`src/rtl/ivector_requester.sv`:
```
// Traffic source and in-order scoreboard for the IVector echo path: issues a numbered run of
// 96-bit say requests and checks each echoed indication against the same numbered pattern.
module ivector_requester #(
    parameter int          MAX_OUT = 4,
    parameter int          CNT_W   = 16,
    parameter logic [31:0] SALT    = 32'hA5A5_0F0F,
    parameter int          TIMEOUT = 1024
) (
    input  logic             CLK,
    input  logic             nRST,
    input  logic             start__ENA,
    input  logic [CNT_W-1:0] start_count,
    output logic             start__RDY,
    output logic             request_say__ENA,
    output logic [95:0]      request_say_v,
    input  logic             request_say__RDY,
    input  logic             ind_heard__ENA,
    input  logic [95:0]      ind_heard_v,
    output logic             ind_heard__RDY,
    output logic             done,
    output logic             timed_out,
    output logic [CNT_W-1:0] pass_count,
    output logic [CNT_W-1:0] fail_count,
    output logic [95:0]      first_fail_v
);

    localparam int TMR_W = $clog2(TIMEOUT + 1);
    localparam int INF_W = 8;

    typedef enum logic [1:0] {
        S_IDLE  = 2'd0,
        S_RUN   = 2'd1,
        S_DRAIN = 2'd2,
        S_DONE  = 2'd3
    } state_t;

    state_t             state_reg;
    logic [CNT_W-1:0]   count_reg;
    logic [CNT_W-1:0]   sent_reg;
    logic [CNT_W-1:0]   recv_reg;
    logic [INF_W-1:0]   inflight_reg;
    logic [TMR_W-1:0]   timer_reg;

    logic               active;
    logic               issue;
    logic               heard;
    logic               match;
    logic [CNT_W-1:0]   recv_next;
    logic               last_heard;
    logic               timer_hit;
    logic [95:0]        expected_v;

    // Sequence number n becomes {~n, n^SALT, n}, n zero-extended to 32 bits.
    function automatic logic [95:0] pattern(input logic [CNT_W-1:0] n);
        logic [31:0] w;
        w = 32'(n);
        return {~w, w ^ SALT, w};
    endfunction

    assign active     = (state_reg == S_RUN) || (state_reg == S_DRAIN);
    assign start__RDY = (state_reg == S_IDLE) || (state_reg == S_DONE);

    assign issue = (state_reg == S_RUN)
                && (sent_reg < count_reg)
                && (inflight_reg < INF_W'(MAX_OUT))
                && request_say__RDY;

    assign request_say__ENA = issue;
    // Payload is zero whenever no request is being issued, so reset drives it low too.
    assign request_say_v    = issue ? pattern(sent_reg) : '0;

    assign ind_heard__RDY = (inflight_reg != '0) && active;
    assign heard          = ind_heard__ENA && ind_heard__RDY;

    assign expected_v = pattern(recv_reg);
    assign match      = (ind_heard_v == expected_v);
    assign recv_next  = recv_reg + 1'b1;
    assign last_heard = heard && (recv_next == count_reg);

    // Abort fires on the cycle that would take the idle timer up to TIMEOUT.
    assign timer_hit = !heard && !issue && (inflight_reg != '0)
                    && (timer_reg == TMR_W'(TIMEOUT - 1));

    always_ff @(posedge CLK or negedge nRST) begin
        if (!nRST) begin
            state_reg    <= S_IDLE;
            count_reg    <= '0;
            sent_reg     <= '0;
            recv_reg     <= '0;
            inflight_reg <= '0;
            timer_reg    <= '0;
            done         <= 1'b0;
            timed_out    <= 1'b0;
            pass_count   <= '0;
            fail_count   <= '0;
            first_fail_v <= '0;
        end else begin
            case (state_reg)
                S_IDLE, S_DONE: begin
                    if (start__ENA) begin
                        count_reg    <= start_count;
                        sent_reg     <= '0;
                        recv_reg     <= '0;
                        inflight_reg <= '0;
                        timer_reg    <= '0;
                        pass_count   <= '0;
                        fail_count   <= '0;
                        timed_out    <= 1'b0;
                        if (start_count == '0) begin
                            state_reg <= S_DONE;
                            done      <= 1'b1;
                        end else begin
                            state_reg <= S_RUN;
                            done      <= 1'b0;
                        end
                    end
                end

                S_RUN, S_DRAIN: begin
                    if (issue) begin
                        sent_reg <= sent_reg + 1'b1;
                    end

                    if (heard) begin
                        recv_reg <= recv_next;
                        if (match) begin
                            if (pass_count != '1) begin
                                pass_count <= pass_count + 1'b1;
                            end
                        end else begin
                            if (fail_count != '1) begin
                                fail_count <= fail_count + 1'b1;
                            end
                            // fail_count is cleared at start, so zero means first mismatch of this run.
                            if (fail_count == '0) begin
                                first_fail_v <= ind_heard_v;
                            end
                        end
                    end

                    case ({issue, heard})
                        2'b10:   inflight_reg <= inflight_reg + 1'b1;
                        2'b01:   inflight_reg <= inflight_reg - 1'b1;
                        default: inflight_reg <= inflight_reg;
                    endcase

                    if (issue || heard) begin
                        timer_reg <= '0;
                    end else if (inflight_reg != '0) begin
                        timer_reg <= timer_reg + 1'b1;
                    end

                    if (last_heard) begin
                        state_reg <= S_DONE;
                        done      <= 1'b1;
                    end else if (timer_hit) begin
                        state_reg <= S_DONE;
                        done      <= 1'b1;
                        timed_out <= 1'b1;
                    end else if ((state_reg == S_RUN) && (sent_reg == count_reg)) begin
                        state_reg <= S_DRAIN;
                    end
                end

                default: begin
                    state_reg <= S_IDLE;
                end
            endcase
        end
    end

endmodule
```
`config.mk`:
```
export PLATFORM = sky130hd
export DESIGN_NAME = ivector_requester
export DESIGN_NICKNAME = d
export VERILOG_FILES = /design/src/rtl/ivector_requester.sv
export SDC_FILE = /design/constraint.sdc
export NUM_CORES = 1
export LEC_CHECK = 0
export CAP_MARGIN = 5
export CORE_MARGIN = 2
export CORE_UTILIZATION = 35
export CTS_BUF_LIST = sky130_fd_sc_hd__clkbuf_16
export CTS_CLUSTER_SIZE = 16
export DETAILED_ROUTE_END_ITERATION = 6
export GPL_TIMING_DRIVEN = 0
export PLACE_DENSITY = 0.59
export RECOVER_POWER = 50
export SYNTH_ARGS = -nofsm -noshare
export SYNTH_HDL_FRONTEND = slang
export SYNTH_SLANG_ARGS = --single-unit
export TNS_END_PERCENT = 100
```
`constraint.sdc`:
```
create_clock -name CLK -period 8.65 [get_ports CLK]
set_input_delay 2.595 -clock CLK [delete_from_list [all_inputs] [get_ports CLK]]
set_output_delay 2.595 -clock CLK [all_outputs]
set_load 0.01 [all_outputs]
```
[Word-level counts from Yosys, hierarchy flattened]
Index checks and enable logic that the tools add are counted.
Cells by class
  equality and inequality tests: 24
  reduce and logical (&&, ||, !) cells: 32
  multiplexer cells: 35
  add/sub/neg operators: 7
  order comparisons: 2
  bitwise logic cells: 5
Operators by type and width (count)
  16-bit 2-to-1 mux: 9
  16-bit case mux with 2 select lines: 4
  96-bit == test: 1
  96-bit 2-to-1 mux: 1
  16-bit by 1-bit adder with 16-bit output (second input constant): 4
  16-bit NOT with 32-bit output: 2
  11-bit 2-to-1 mux: 3
  16-bit == test: 2
  16-bit logical NOT: 2
  16-bit inequality test (second input constant): 2
  8-bit NOT with 16-bit output: 2
  8-bit case mux with 2 select lines: 2
  11-bit case mux with 2 select lines: 1
  2-bit inequality test (second input constant): 9
  16-bit < comparator: 1
  2-bit AND reduction: 7
  4-bit AND reduction: 3
  11-bit by 1-bit adder with 11-bit output (second input constant): 1
  11-bit by 10-bit == test with 1-bit output (second input constant): 1
  1-bit logical AND: 10
  2-bit 2-to-1 mux: 5
  8-bit by 1-bit adder with 8-bit output (second input constant): 1
  8-bit by 3-bit < comparator with 1-bit output (second input constant): 1
  8-bit 2-to-1 mux: 1
  16 further kinds: 30
Storage, ports and cells
  input port bits: 117
  word-level logic and storage cells: 116
  output and inout port bits: 229
  flip-flop bits (word level): 199

[Depth between registers and ports, before layout]
Gate-level depths: netlist of the first run.
  depth in word-level cells: 11
  gate-level depth with buffers: 18

[Worst setup path after synthesis of the first run]
Ideal clock, no wire load.
  path type: in2out
  start point: input request_say__RDY
  end point: output request_say_v[44]
  setup slack: 1.162 ns
  buffers on the path: 3
  data required time: 6.055 ns
  arrival time: 4.893 ns
  stages on the path: 8
  path through: nand3b_1 a211o_1 or3_1 inv_1 clkbuf_1 clkbuf_1 and2_1 buf_4
Between the ends
  longest elaborated chain between the ends: 2
Ends and longest elaborated chain
  start, declared: line 16  | input logic request_say__RDY,
  1-bit logical AND: line 66  | && request_say__RDY;
  net request_say__ENA: line 14  | output logic request_say__ENA,
  96-bit 2-to-1 mux: line 70  | assign request_say_v = issue ? pattern(sent_reg) : '0;
  end, declared: line 15  | output logic [95:0] request_say_v,
The timed path passes the listed nets, and every way through them passes these cells.

[Worst setup path in the final report of the first run]
  start point: input request_say__RDY
  end point: output request_say_v[44]
Between the ends
  longest elaborated chain between the ends: 2
Ends and longest elaborated chain (line)
  1-bit logical AND: 66
  96-bit 2-to-1 mux: 70
No other way between the ends.

==> results of run 1 <==
routing by layer:
metal,vias up,wire (um),part of all wire [%],GRT usage [%]
li1,4564,-,-,-
met1,4603,16100,43,28.2
met2,351,17900,48,37.1
met3,52,2670,7.1,6.29
met4,2,932,2.5,7.10
met5,-,16,0.042,0
cell type report:
type,instances,area (um2),area share [%]
Clock inverter,14,124,0.791
Timing Repair Buffer,323,3260,20.8
Tap cell,402,503,3.21
Buffer,121,746,4.76
Clock buffer,17,425,2.72
Sequential cell,199,4980,31.8
Inverter,35,131,0.839
Multi-Input combinational cell,770,5470,35.0
Antenna cell,3,7.51,0.0480
stage by stage:
step	hold slack, ns	power, mW
final	0.483	2.41
after CTS	0.480	2.43
after global placement	0.465	1.64
after global routing	0.513	2.54
after floorplan	0.438	1.42
after detailed placement	0.465	1.65
power by group through the flow:
stage,Combinational [mW],Clock (mW),Sequential (mW)
after floorplan,0.365,0,1.05
after global placement,0.570,0,1.07
after detailed placement,0.584,0,1.06
after CTS,0.586,0.795,1.05
after global routing,0.650,0.836,1.06
final,0.585,0.773,1.05
logic make-up after synthesis:
group	Yosys count	share of synthesized area, %
fa+ha+maj	31	3.52
buf+inv	156	7.79
mux	108	12.0
simple gates	370	17.8
flops	199	44.3
xor+xnor	74	5.77
other cells	1	0.0334
compound gates	163	8.78
worst max path at each step:
stage	start	to	slack (ns)	cells past startpoint
floorplan	request_say__RDY	request_say_v[44]	1.16	8
global placement	nRST	first_fail_v[83]	-3.94	1
detailed placement	request_say__RDY	request_say_v[44]	0.03	11
CTS	request_say__RDY	request_say_v[44]	0.01	11
global route	request_say__RDY	request_say_v[47]	0.08	11
finish	request_say__RDY	request_say_v[44]	0.27	11
cells in the final DEF, fill, tap and decap left out, types with 13 or more instances in the layout:
cell and n:
clkdlybuf4s50_1 218, nor4_1 27, dlygate4sd3_1 102, buf_4 65, inv_1 35, nor2_1 74
xnor2_1 40, nor3_1 20, clkbuf_16 17, dfrtp_1 199, and2_1 19, conb_1 24
ha_1 30, or3_1 17, nand4_1 33, nand2_1 80, o21ai_0 63, nand3_1 22
o31ai_1 14, clkbuf_1 39, a21oi_1 37, mux2_4 40, mux2_2 56, and3_1 13
xor2_1 34
critical path, stage by stage:
cell and delay [ns]:
clkdlybuf4s50_1 0.45, nand3b_1 0.07, a211o_1 0.29, or3_1 0.39
inv_1 0.22, clkbuf_1 0.38, clkbuf_2 0.40, buf_16 0.20
and2_1 0.15, buf_4 0.10, clkdlybuf4s50_1 0.53
repair_timing:
action | in CTS | in global routing
buffers inserted | 0 | 0
setup endpoints to repair | 0 | 8
resized for setup | 0 | 2
hold endpoints to repair | 0 | 0
==> metrics.md, run 1 <==
| Metric | Value |
|---|---|
| Core area | `31600 um2` |
| Clock Latency Late Sink | `0.46 ns` |
| Cell depth of the worst flop-to-flop path | `17` |
| Worst min path class | `flip-flop to flip-flop` |
| Die H | `183 um` |
| Final hold vios | `0` |
| CP Capture Type | `output port` |
| Mean Syn Cell Area | `10.2 um2` |
| Largest net degree at the start of global routing | `109` |
| IO buf count | `321` |
| Failing checks | `capacitance limit, slew limit` |
| Vias in the first global route | `9538` |
| Critical path arrival | `5.78 ns` |
| Share of cells above drive strength 1 | `15.0%` |
| Final TNS setup | `0 ns` |
| Flop pwr share | `43.6%` |
| Ys flop type | `dfrtp_1` |
| Non-filler cells, final | `1884` |
| Power density cells | `154 nW/um2` |
| RSZ-0062 raised after global routing | `no` |
| Dominant cell by count in the synthesized netlist | `dfrtp_1` |
| Post-DP HPWL | `28800 um` |
| Row count | `65` |
| End of the worst hold path | `timer_reg[5]` |
| CP startpoint kind | `input pin` |
| Final Setup Violations | `0` |
| Vias | `9572` |
| H-tree levels | `4` |
| Die area | `33600 um2` |
| Hold_sp | `timer_reg[5]` |
| Commonest cells in the synthesized netlist | `199 x dfrtp_1, 80 x nand2_1, 74 x nor2_1, 65 x buf_4, 63 x o21ai_0` |
| Netlist cell types | `65` |
| Clock power share | `32.1%` |
| Net Sw Power | `0.762 mW` |
| Setup CP Type | `input pin to output port` |
| Slew margin rel. | `-248%` |
| CP required | `6.06 ns` |
| CTS tree | `built` |
| Root Driver | `clkbuf_16` |
| Ports | `346` |
| Starting DRC count in detailed routing | `626` |
| Hold path depth | `1` |
| Critical register-to-register path endpoint | `inflight_reg[7]` |
| CTS buffer count | `17` |
| First-pass GRT wire length | `56700 um` |
| Post-detailed-routing wire length | `37700 um` |
| Clock Tree Buf Depth | `2` |
| Power Internal | `1.64 mW` |
| Synth area leaders | `dfrtp_1 44%, mux2_2 5.6%, mux2_4 5.3%` |
| Sw Share | `31.7%` |
| RR Startpoint | `sent_reg[1]` |
| CTS clk-pin slew, worst paths | `0.07 ns` |
| Ys async rst share | `100%` |
| Seq/Total Area, Yosys | `44.3%` |
| Worst Setup Slack, final | `0.273 ns` |
| Area leader, netlist | `dfrtp_1` |
| Post-route ant nets | `0` |
| Leakage | `7.28 nW` |
| # Max-Cap Violations | `1` |
| Wire length per cell | `20.0 um` |
| Maximum clock frequency | `119 MHz` |
| Clk_skew | `0.0166 ns` |
| Layout area overhead | `39.2%` |
| Filler Cell Count | `2907` |
| Die width | `183 um` |
| Biggest register | `first_fail_v` |
| Post-route cell area | `15700 um2` |
| Grt total ovfl | `0` |
| Final Critical Period | `8.38 ns` |
| Worst-Margin Slew | `5.23 ns` |
| Status | `finished, violations left` |
| Post-synth EDFFs | `0` |
| Avg Vias per Cell | `5.08` |
| Dpl ws | `0.0278 ns` |
| # nets final | `1615` |
| GP Congestion | `0.865` |
| Initial Util | `35.6%` |
| Worst vdd ir | `0.000156 V` |
| Crit-path max FO | `25` |
| # DRC | `0` |
| Synthesized flop and latch total | `199` |
| Initial antenna violation count | `4` |
| Yosys warns | `0` |
| Placed cells | `1850` |
| Synthesized cell area | `11200 um2` |
| Yosys top cell area share | `44.3%` |
| Post-CTS Hold Fix Bufs | `0` |
| Total track usage | `22.4%` |
| Placed cell areas | `15100 um2` |
| Combinational share of power | `24.3%` |
| Clock sinks | `199` |
| Final Util | `49.6%` |
| Max reg flops | `96` |
| Slew Viols, Final | `93` |
| Final cycle utilization of the critical path | `96.8%` |
| Worst reg2reg setup slack | `3.90 ns` |
| First-pass iteration count of the detailed router | `5` |
| Syn Inst Count | `1102` |
Power figures use the tool's default switching activity.
==> run 2: changes to the inputs <==
--- a/config.mk
+++ b/config.mk
@@ -6,7 +6,7 @@
 export NUM_CORES = 1
 export LEC_CHECK = 0
 export CAP_MARGIN = 5
-export CORE_MARGIN = 2
+export CORE_MARGIN = 5
 export CORE_UTILIZATION = 35
 export CTS_BUF_LIST = sky130_fd_sc_hd__clkbuf_16
 export CTS_CLUSTER_SIZE = 16
==> metrics.md, run 2 (same netlist as run 1, synthesis figures left out) <==
| Metric | Value |
|---|---|
| IO buf count | `321 (unchanged)` |
| Ports | `346 (unchanged)` |
| Post-CTS Hold Fix Bufs | `0 (unchanged)` |
| Clock Latency Late Sink | `0.46 ns (about the same)` |
| Final cycle utilization of the critical path | `97.0% (+0.16 points)` |
| Power density cells | `158 nW/um2 (+2.4%)` |
| CP Capture Type | `output port` |
| Root Driver | `clkbuf_16` |
| Post_cts resized | `0 (unchanged)` |
| Clock sinks | `199 (unchanged)` |
| Largest net degree at the start of global routing | `106 (-2.8%)` |
| Core area | `31600 um2 (+0.26%)` |
| # DRC | `1 (+1)` |
| Multi-input logic area | `5470 um2 (unchanged)` |
| Vias | `9617 (+0.47%)` |
| Max reg flops | `96 (unchanged)` |
| Dpl ws | `0.0666 ns (+0.0388 ns)` |
| Leading cell type in the layout, fill and taps excluded | `clkdlybuf4s50_1` |
| Post-detailed-routing wire length | `38000 um (+0.91%)` |
| Total Power | `2.47 mW (+2.7%)` |
| First-pass GRT wire length | `57400 um (+1.3%)` |
| Clk_skew | `0.0183 ns (+0.00171 ns)` |
| CTS buffer count | `17 (unchanged)` |
| Post-DP HPWL | `29300 um (+1.7%)` |
| Final Setup Violations | `0 (unchanged)` |
| Failing checks | `DRC, capacitance limit, slew limit` |
| Commonest cells after routing, fill and taps aside | `218 x clkdlybuf4s50_1, 199 x dfrtp_1, 102 x dlygate4sd3_1` |
| Placed cell areas | `15100 um2 (about the same)` |
| Worst path bufs/invs | `7 (unchanged)` |
| Total track usage | `20.6% (-1.8 points)` |
| CP delay by family, top | `buffers and inverters` |
| # Max-Cap Violations | `1 (unchanged)` |
| RSZ-0062 raised after global routing | `no` |
| Avg Vias per Cell | `5.11 (+0.52%)` |
| Hold path depth | `1 (unchanged)` |
| Grt total ovfl | `0 (unchanged)` |
| WP depth | `11 (unchanged)` |
| Share of cells above drive strength 1 | `15.2% (+0.19 points)` |
| Worst-Margin Slew | `5.43 ns (+0.199 ns)` |
| Initial antenna violation count | `3 (-1)` |
| Layout area overhead | `39.6%` |
| Biggest cell delay along the critical path | `0.53 ns (about the same)` |
| Worst vdd ir | `0.000143 V (-8.2%)` |
| Crit-path max FO | `25 (unchanged)` |
| Vias in the first global route | `9630 (+0.96%)` |
| Post-route ant nets | `0 (unchanged)` |
| CTS clk-pin slew, worst paths | `0.07 ns (about the same)` |
| Clock Tree Buf Depth | `2 (unchanged)` |
| CP required | `6.06 ns (about the same)` |
| Crit path max-delay cell type | `clkdlybuf4s50_1` |
| Filler Cell Count | `2956 (+1.7%)` |
| Worst Setup Slack, final | `0.259 ns (-0.0141 ns)` |
| Die width | `189 um (+3.3%)` |
| CP Cell Sequence | `clkdlybuf4s50_1 > nand3b_1 > a211o_1 > or3_1 > inv_1 > clkbuf_1 > clkbuf_2 > buf_8 > and2_1 > buf_4 > clkdlybuf4s50_1` |
| Status | `finished, violations left` |
| Worst min path class | `flip-flop to flip-flop` |
| # nets final | `1615 (unchanged)` |
| GP Congestion | `0.896 (+3.6%)` |
| Initial Util | `35.5% (-0.092 points)` |
| Final hold vios | `0 (unchanged)` |
| Die area | `35800 um2 (+6.7%)` |
| Slew Viols, Final | `96 (+3.2%)` |
| Most used cell, CP | `clkdlybuf4s50_1` |
| Final Critical Period | `8.39 ns (+0.0141 ns)` |
| Leakage | `7.31 nW (+0.42%)` |
| CTS tree | `built` |
| Cell depth of the worst flop-to-flop path | `17 (unchanged)` |
| Setup Buffers After CTS | `0 (unchanged)` |
| Post-route cell area | `15700 um2 (+0.29%)` |
| H-tree levels | `4 (unchanged)` |
| Starting DRC count in detailed routing | `569 (-9.1%)` |
| Critical path arrival | `5.80 ns (+0.02 ns)` |
| First-pass iteration count of the detailed router | `7 (+2)` |
| Biggest register | `first_fail_v` |
| Wire length per cell | `20.2 um (+0.97%)` |
| Worst reg2reg setup slack | `4.05 ns (+0.15 ns)` |
| Sequential cell area | `4980 um2 (unchanged)` |
| Setup CP Type | `input pin to output port` |
| Slew margin rel. | `-262% (-13 points)` |
| Row count | `65 (unchanged)` |
| CP startpoint kind | `input pin` |
| Maximum clock frequency | `119 MHz (-0.17%)` |
| Die H | `189 um (+3.3%)` |
## run 2: changes by cell type in the layout (fill, tap and decap cells not counted), moves of 2 or more
cell	before	now
clkinv_2	3	1
inv_6	3	1
clkinvlp_4	1	3
diode_2	3	1
clkinv_1	2	0
inv_8	1	5
## run 2: path summary, 6_finish.rpt
| path | startpoint | end |
|---|---|---|
| max in group asynchronous | nRST | first_fail_v[38] |
| worst min-delay path | timer_reg[5] | timer_reg[5] |
| worst max register to register | count_reg[10] | inflight_reg[7] |
| worst max-delay path | request_say__RDY | request_say_v[44] |
| worst min register to register | timer_reg[5] | timer_reg[5] |
| min in group asynchronous | nRST | pass_count[2] |
## run 2: power by group
group          total [mW]  switching [mW]  internal [mW]
Clock               0.847           0.407          0.440
Combinational       0.578           0.316          0.262
Sequential           1.05          0.0621          0.985
Total                2.47           0.785           1.69
## run 2: final cells by class
cell class                      instances  share of cell area, %
Buffer                                121                   4.75
Timing Repair Buffer                  323                   20.7
Sequential cell                       199                   31.7
Multi-Input combinational cell        770                   34.9
Inverter                               35                  0.837
Clock buffer                           17                   2.71
Antenna cell                            1                 0.0159
Clock inverter                         15                   1.19
Tap cell                              402                   3.20
## run 2: routing by layer
metal	routed length [um]	vias up	global-route usage [%]
li1	-	4574	-
met1	16700	4674	26.8
met2	18200	331	34.3
met3	2720	34	5.97
met4	467	4	4.65
met5	34	-	0
## run 2: stage by stage
| step | hold slack [ns] | setup TNS (ns) | instances | util [%] |
|---|---|---|---|---|
| finish | 0.480 | 0 | 1883 | 49.6 |
| global route | 0.517 | 0 | 1883 | 49.6 |
| CTS | 0.485 | 0 | 1882 | 49.6 |
| floorplan | 0.438 | 0 | 1125 | - |
| global placement | 0.467 | -796.24 | 1848 | 47.6 |
| detailed placement | 0.474 | 0 | 1850 | 47.7 |
## run 2: worst register-to-register path, cell delays in order, from the launching register on
cell and delay, ns:
dfrtp_1 0.43, inv_1 0.10, ha_1 0.31, nand4_1 0.18, a2111oi_0 0.53, or3_1 0.22
inv_1 0.13, clkbuf_1 0.25, clkbuf_2 0.27, nor2_1 0.48, ha_1 0.34, a21o_1 0.18
a21oi_1 0.22, o21bai_1 0.10, a21oi_1 0.24, o21ai_0 0.19, o21ai_0 0.19, o211ai_1 0.10
